==> config.mk <==
export PLATFORM = sky130hd
export DESIGN_NAME = bcd_display_scheduler
export DESIGN_NICKNAME = d
export VERILOG_FILES = /design/src/rtl/bcd_display_scheduler_pkg.sv /design/src/rtl/bcd_display_scheduler_seg7_scan.sv /design/src/rtl/bcd_display_scheduler.sv
export SDC_FILE = /design/constraint.sdc
export NUM_CORES = 1
export LEC_CHECK = 0
export ABC_AREA = 1
export CAP_MARGIN = 10
export CORE_MARGIN = 5
export CORE_UTILIZATION = 35
export DETAILED_ROUTE_END_ITERATION = 10
export GPL_TIMING_DRIVEN = 0
export PLACE_DENSITY = 0.66
export SYNTH_ARGS = -nofsm -noshare
export SYNTH_HDL_FRONTEND = slang
export SYNTH_SLANG_ARGS = --single-unit
export TNS_END_PERCENT = 20
==> constraint.sdc <==
create_clock -name clk -period 3.4 [get_ports clk]
set_input_delay 0.68 -clock clk [delete_from_list [all_inputs] [get_ports clk]]
set_output_delay 0.68 -clock clk [all_outputs]
set_load 0.01 [all_outputs]
==> src/rtl/bcd_display_scheduler_pkg.sv <==
// ==== bcd_display_scheduler_pkg : FSM states, segment constants, source names, decoder
// ==== Rev 1.0
`default_nettype none

package bcd_display_scheduler_pkg;

  typedef enum logic [1:0] {
    ST_IDLE  = 2'd0,
    ST_CONV  = 2'd1,
    ST_LATCH = 2'd2
  } state_e;

  localparam logic [6:0] SEG_BLANK = 7'h7F;
  localparam logic [6:0] SEG_DASH  = 7'h3F;

  localparam logic [1:0] SRC_CREDIT = 2'd0;
  localparam logic [1:0] SRC_PRICE  = 2'd1;
  localparam logic [1:0] SRC_CHANGE = 2'd2;

  // Active-low {g,f,e,d,c,b,a}; non-decimal codes render as a dash
  function automatic logic [6:0] seg7_decode(input logic [3:0] d);
    logic [6:0] s;
    case (d)
      4'd0:    s = 7'h40;
      4'd1:    s = 7'h79;
      4'd2:    s = 7'h24;
      4'd3:    s = 7'h30;
      4'd4:    s = 7'h19;
      4'd5:    s = 7'h12;
      4'd6:    s = 7'h02;
      4'd7:    s = 7'h78;
      4'd8:    s = 7'h00;
      4'd9:    s = 7'h10;
      default: s = SEG_DASH;
    endcase
    return s;
  endfunction

endpackage

`default_nettype wire

==> src/rtl/bcd_display_scheduler_seg7_scan.sv <==
// ==== bcd_display_scheduler_seg7_scan : digit scan counter, leading-zero blanking, decode
// ==== Rev 1.0
`default_nettype none

module bcd_display_scheduler_seg7_scan
  import bcd_display_scheduler_pkg::*;
#(
  parameter int SCAN_DIV = 100000
) (
  input  logic        clk,
  input  logic        rst,
  input  logic [15:0] digits,
  output logic [3:0]  an,
  output logic [6:0]  seg
);

  localparam int CNT_W = (SCAN_DIV > 2) ? $clog2(SCAN_DIV) : 1;

  logic [CNT_W-1:0] cnt_q, cnt_d;
  logic [1:0]       idx_q, idx_d;
  logic [3:0]       an_q, an_d;
  logic [6:0]       seg_q, seg_d;

  logic [3:0] thou, hund, tens, ones;
  logic       blank_thou, blank_hund, blank_tens;
  logic [3:0] cur_digit;
  logic       cur_blank;

  assign {thou, hund, tens, ones} = digits;
  assign blank_thou = (thou == 4'd0);
  assign blank_hund = blank_thou && (hund == 4'd0);
  assign blank_tens = blank_hund && (tens == 4'd0);

  always_ff @(posedge clk) begin
    if (rst) begin
      cnt_q <= '0;
      idx_q <= 2'd0;
      an_q  <= 4'b1111;
      seg_q <= SEG_BLANK;
    end else begin
      cnt_q <= cnt_d;
      idx_q <= idx_d;
      an_q  <= an_d;
      seg_q <= seg_d;
    end
  end

  always_comb begin
    cnt_d = cnt_q + CNT_W'(1);
    idx_d = idx_q;
    if (cnt_q == CNT_W'(SCAN_DIV - 1)) begin
      cnt_d = '0;
      idx_d = idx_q + 2'd1;
    end
  end

  // an/seg are registered from the current idx so they move together
  always_comb begin
    cur_digit = ones;
    cur_blank = 1'b0;
    case (idx_q)
      2'd0: begin cur_digit = ones; cur_blank = 1'b0;       end
      2'd1: begin cur_digit = tens; cur_blank = blank_tens; end
      2'd2: begin cur_digit = hund; cur_blank = blank_hund; end
      default: begin cur_digit = thou; cur_blank = blank_thou; end
    endcase
    an_d  = ~(4'b0001 << idx_q);
    seg_d = cur_blank ? SEG_BLANK : seg7_decode(cur_digit);
  end

  assign an  = an_q;
  assign seg = seg_q;

endmodule

`default_nettype wire

==> src/rtl/bcd_display_scheduler.sv <==
// ==== bcd_display_scheduler : round-robin sharing of one BCD converter, latched 4-digit scan
// ==== Rev 1.0
`default_nettype none

module bcd_display_scheduler
  import bcd_display_scheduler_pkg::*;
#(
  parameter int NREQ     = 3,
  parameter int BIN_W    = 11,
  parameter int CONV_LAT = 1,
  parameter int SCAN_DIV = 100000
) (
  input  logic                  clk,
  input  logic                  rst,
  input  logic [NREQ-1:0]       req,
  input  logic [NREQ*BIN_W-1:0] val,
  output logic [NREQ-1:0]       ack,
  output logic                  busy,
  output logic [1:0]            shown_src,
  output logic [BIN_W-1:0]      conv_bin,
  input  logic [3:0]            conv_thou,
  input  logic [3:0]            conv_hund,
  input  logic [3:0]            conv_tens,
  input  logic [3:0]            conv_ones,
  output logic [3:0]            an,
  output logic [6:0]            seg
);

  localparam int LAT_W = (CONV_LAT > 2) ? $clog2(CONV_LAT) : 1;

  state_e             state_q, state_d;
  logic [1:0]         ptr_q, ptr_d;
  logic [1:0]         grant_q, grant_d;
  logic [LAT_W-1:0]   wait_q, wait_d;
  logic [BIN_W-1:0]   conv_bin_q, conv_bin_d;
  logic [15:0]        digits_q, digits_d;
  logic [1:0]         shown_src_q, shown_src_d;

  logic               any_req;
  logic [1:0]         pick;

  function automatic logic [1:0] rr_index(input logic [1:0] base, input int k);
    int s;
    s = int'(base) + k;
    if (s >= NREQ) s = s - NREQ;
    return s[1:0];
  endfunction

  // Scan downward so the lowest rotation offset from ptr wins
  always_comb begin
    any_req = 1'b0;
    pick    = ptr_q;
    for (int k = NREQ - 1; k >= 0; k--) begin
      if (req[rr_index(ptr_q, k)]) begin
        any_req = 1'b1;
        pick    = rr_index(ptr_q, k);
      end
    end
  end

  always_ff @(posedge clk) begin
    if (rst) begin
      state_q     <= ST_IDLE;
      ptr_q       <= 2'd0;
      grant_q     <= 2'd0;
      wait_q      <= '0;
      conv_bin_q  <= '0;
      digits_q    <= 16'h0000;
      shown_src_q <= 2'd0;
    end else begin
      state_q     <= state_d;
      ptr_q       <= ptr_d;
      grant_q     <= grant_d;
      wait_q      <= wait_d;
      conv_bin_q  <= conv_bin_d;
      digits_q    <= digits_d;
      shown_src_q <= shown_src_d;
    end
  end

  always_comb begin
    state_d     = state_q;
    ptr_d       = ptr_q;
    grant_d     = grant_q;
    wait_d      = wait_q;
    conv_bin_d  = conv_bin_q;
    digits_d    = digits_q;
    shown_src_d = shown_src_q;
    case (state_q)
      ST_IDLE: begin
        if (any_req) begin
          grant_d    = pick;
          conv_bin_d = val[int'(pick)*BIN_W +: BIN_W];
          wait_d     = '0;
          state_d    = ST_CONV;
        end
      end
      ST_CONV: begin
        wait_d = wait_q + LAT_W'(1);
        if (wait_q == LAT_W'(CONV_LAT - 1)) state_d = ST_LATCH;
      end
      ST_LATCH: begin
        digits_d    = {conv_thou, conv_hund, conv_tens, conv_ones};
        shown_src_d = grant_q;
        ptr_d       = rr_index(grant_q, 1);
        state_d     = ST_IDLE;
      end
      default: state_d = ST_IDLE;
    endcase
  end

  always_comb begin
    ack  = '0;
    busy = (state_q != ST_IDLE);
    if (state_q == ST_LATCH) ack[grant_q] = 1'b1;
  end

  assign conv_bin  = conv_bin_q;
  assign shown_src = shown_src_q;

  bcd_display_scheduler_seg7_scan #(
    .SCAN_DIV(SCAN_DIV)
  ) u_seg7_scan (
    .clk    (clk),
    .rst    (rst),
    .digits (digits_q),
    .an     (an),
    .seg    (seg)
  );

endmodule

`default_nettype wire

==> qor.log <==
qor: outcome.status finished, final reports clean
qor: worst_setup_path.stage_delay_of_the_slowest_cell_on_the_critical_path 0.56 ns
qor: floorplanning.rows 35
qor: worst_setup_path.timing.critical_path.to_type output pin
qor: pwr.ir_drop 0.2287 mV
qor: global_route.grt.overflow.total 0
qor: clocking.postCtsSetupRepairBufs 0
qor: floorplanning.die_h 107.8 um
qor: synthesis.synth_async_sr_flop_share 0%
qor: routing.detailedRoute.firstPassIterationCount 4
qor: clocking.cts_max_level 3
qor: timing.fin_ws 0.2742 ns
qor: synthesis.flip_flop_and_latch_count_after_synthesis 66
qor: worst_setup_path.worst_path_max_delay_cell sky130_fd_sc_hd__clkdlybuf4s50_1
qor: clocking.tritoncts built
qor: min_path.hold_path.class reg2reg
qor: layout.final_net_count 651
qor: synthesis.synth_nets 559
qor: timing.hold_slack 0.4594 ns
qor: timing.rsz0062_at_grt no
qor: global_route.antenna_found_initial 0
qor: timing.final-max-slew-violation-count 0
qor: clocking.ctsResizeCount 0
qor: pwr.clkPwrFrac 21.9%
qor: job.maxCapViolations 0
qor: layout.most-common-layout-cells sky130_fd_sc_hd__nand2_1 (105), sky130_fd_sc_hd__nor2_1 (94), sky130_fd_sc_hd__clkdlybuf4s50_1 (81)
qor: floorplanning.initial_core_util 36.04%
qor: routing.vias 3316
qor: clocking.cts_root_buffer sky130_fd_sc_hd__clkbuf_8
qor: global_route.overall_fraction_of_global_route_tracks_in_use 14.72%
qor: layout.layout.cells.most_common sky130_fd_sc_hd__nand2_1
qor: worst_setup_path.critical_path.top_delay_family buffers and inverters
qor: place.dp.final_hpwl 6697 um
qor: routing.detail_route.drc_violations 0
qor: pwr.p_leak 1.979 nW
qor: layout.antenna_cells 0
qor: clocking.numClockSinks 66
qor: place.i_o_buffers 81
qor: floorplanning.fp.coreArea 9284 sq um
qor: routing.antenna_violating_nets_post_route 0
qor: worst_setup_path.crit_path_start_kind register
qor: worst_setup_path.timing.critical_path.buf_inv 4
qor: worst_setup_path.crit_path_max_fanout 10
qor: synthesis.count_of_flip_flops_with_a_built_in_enable_after_synthesis 0
qor: synthesis.synth.yosys.seq_area_share 39.49%
qor: place.dp_slack 0.6169 ns
qor: pwr.power.switching 893.2 uW
qor: worst_setup_path.cp.required 2.72 ns
qor: timing.fin_tns_setup 0 ns
qor: place.rd_place_congestion 0.8455
qor: timing.fin_crit_sh 91.94%
qor: routing.wl_per_cell 11.81 um
qor: timing.max_fclk 319.9 MHz
qor: floorplanning.die_w 107.8 um
qor: layout.fraction_of_final_layout_cells_with_drive_strength_greater_than_1 6.314%
qor: clocking.cts_hold_buffers 0
qor: pwr.power 2.513 mW
qor: global_route.grt_pass1_vias 3180
qor: worst_setup_path.timing.critical_path.arrival 2.45 ns
qor: worst_setup_path.path_class reg2out
qor: global_route.grt_pass1_wl 13880 um
qor: clocking.worstSkewPairLatency 0.33 ns
qor: timing.worst_pin_slew 0.5599 ns
qor: routing.route.final.wire_length 8447 um
qor: timing.setup_failing_eps_final 0
qor: synthesis.netlist_instances 489
qor: floorplanning.floorplan.die_area 11610 sq um
qor: clocking.clkSlewWorstSetupHoldPaths 0.07 ns
qor: routing.routed_via_density 4.638
qor: timing.timing_hold_violations_final 0
qor: pwr.power.share.sequential 38.4%
qor: synthesis.synthesized_area_divided_by_synthesized_cell_count 6.842 sq um
qor: pwr.combinationalPowerShare 39.7%
qor: pwr.power_per_cell_area 560.7 nW/um^2
qor: global_route.grt_start_max_net_pins 11
qor: pwr.internal_power 1.620 mW
qor: routing.detailedRoute.firstIterationViolations 161
qor: synthesis.yosys_most_used_dff sky130_fd_sc_hd__dfxtp_1
qor: clocking.clock_buffers_created_by_tritoncts 9
qor: clocking.cts_buffer_depth 2
qor: timing.min_period 3.126 ns
qor: timing.max_slew_margin 62.53%
qor: synthesis.synth.distinct_cells 34
qor: timing.clock-skew-final 0.008933 ns
qor: pwr.switching_power_as_a_share_of_total_power 35.54%
qor: synthesis.synth_warnings 0
qor: synthesis.syn_area 3346 sq um
qor: floorplanning.ioPinCount 82
qor: layout.flow.area_growth_from_synthesis 33.96%
qor: worst_setup_path.cp_cell_sequence inv_1 -> nor2_1 -> inv_1 -> clkbuf_1 -> nor2_1 -> clkdlybuf4s50_1
## layer usage
layer  vias to the layer above  wire, um  global-route usage (%)
met5                         -         0                       0
met4                         0       103                   5.230
met3                        11       563                   4.559
met2                        91      4043                   25.31
met1                      1458      3737                   17.17
li1                       1756         -                       -
## worst register-to-register path: stages, from the launching register on
cell and delay [ns]:
sky130_fd_sc_hd__dfxtp_1 0.36, sky130_fd_sc_hd__inv_1 0.09, sky130_fd_sc_hd__ha_1 0.36, sky130_fd_sc_hd__inv_2 0.12, sky130_fd_sc_hd__nand2_1 0.08, sky130_fd_sc_hd__nand3_1 0.07
sky130_fd_sc_hd__nand2_1 0.07, sky130_fd_sc_hd__nand2_1 0.11, sky130_fd_sc_hd__inv_2 0.05, sky130_fd_sc_hd__nand2_1 0.11, sky130_fd_sc_hd__nand2_2 0.09, sky130_fd_sc_hd__buf_4 0.18
sky130_fd_sc_hd__nor2_1 0.09, sky130_fd_sc_hd__nor2_1 0.06, sky130_fd_sc_hd__nor2_1 0.11, sky130_fd_sc_hd__nor2_1 0.05
## logic make-up after synthesis
group | count (synthesis) | synth area share [%]
compound gates | 81 | 13.16
xor+xnor | 6 | 1.571
fa+ha+maj | 16 | 5.983
buf+inv | 69 | 8.601
flops | 66 | 39.49
simple gates | 251 | 31.19
## synth_stat cells, types with 2 or more instances
cell                       count  area share [%]
sky130_fd_sc_hd__nand4_1       4            0.75
sky130_fd_sc_hd__nor3_1        6            0.90
sky130_fd_sc_hd__buf_2         2            0.30
sky130_fd_sc_hd__nand2_1     105              12
sky130_fd_sc_hd__dfxtp_1      66              39
sky130_fd_sc_hd__buf_4         5             1.1
sky130_fd_sc_hd__nor4_1        3            0.56
sky130_fd_sc_hd__inv_1        48             5.4
sky130_fd_sc_hd__nand2_2       4            0.75
sky130_fd_sc_hd__o22ai_1       4            0.75
sky130_fd_sc_hd__o21ai_1       3            0.45
sky130_fd_sc_hd__nand3_1      27             4.0
sky130_fd_sc_hd__ha_1         16             6.0
sky130_fd_sc_hd__nor3b_1       3            0.67
sky130_fd_sc_hd__xor2_1        3            0.79
sky130_fd_sc_hd__or2_2         2            0.37
sky130_fd_sc_hd__o211ai_1      3            0.67
sky130_fd_sc_hd__inv_2         6            0.67
sky130_fd_sc_hd__xnor2_1       3            0.79
sky130_fd_sc_hd__a21oi_1      21             3.1
sky130_fd_sc_hd__nor2_1       94              11
sky130_fd_sc_hd__o21ai_0      42             6.3
sky130_fd_sc_hd__clkbuf_1      7            0.79
sky130_fd_sc_hd__nand3_2       2            0.60
## cell type report
type                            count  area (sq um)
Buffer                             15         85.08
Clock inverter                      3         15.01
Timing Repair Buffer               81         810.8
Tap cell                          129         161.4
Fill cell                         986          4802
Multi-Input combinational cell    354          1737
Clock buffer                       13         148.9
Inverter                           54         202.7
Sequential cell                    66          1321
## path summary, 6_finish.rpt
path,slack [ns],cells after the start,startpoint,to
max reg2reg,1.32,15,ptr_q[0],conv_bin[9]
min,0.46,1,wait_q,state_q[1]
max,0.27,6,state_q[1],ack[0]
min reg2reg,0.46,1,wait_q,state_q[1]
## registers in the layout (all words and copies together) (netlist names)
name,flops
conv_bin,11
digits_q,16
grant_q,2
ptr_q,2
shown_src,2
state_q,2
u_seg7_scan.an,4
u_seg7_scan.cnt_q,17
u_seg7_scan.idx_q,2
u_seg7_scan.seg,7
wait_q,1
## through the flow
step | cell area (sq um) | std cells | util [%]
floorplan | 3346 | 489 | -
global placement | 4318 | 699 | 46.51
detailed placement | 4318 | 699 | 46.51
CTS | 4482 | 715 | 48.27
global route | 4482 | 715 | 48.27
finish | 4482 | 715 | 48.27
## power groups by stage
stage               Clock (mW)  Sequential [mW]  Combinational (mW)
finish                   0.552            0.965               0.997
global route             0.607            0.980                1.12
global placement             0            0.980               0.983
floorplan                    0            0.999               0.606
CTS                      0.571            0.966                1.01
detailed placement           0            0.981                1.00
No activity file was read; power rests on OpenSTA's default activity.
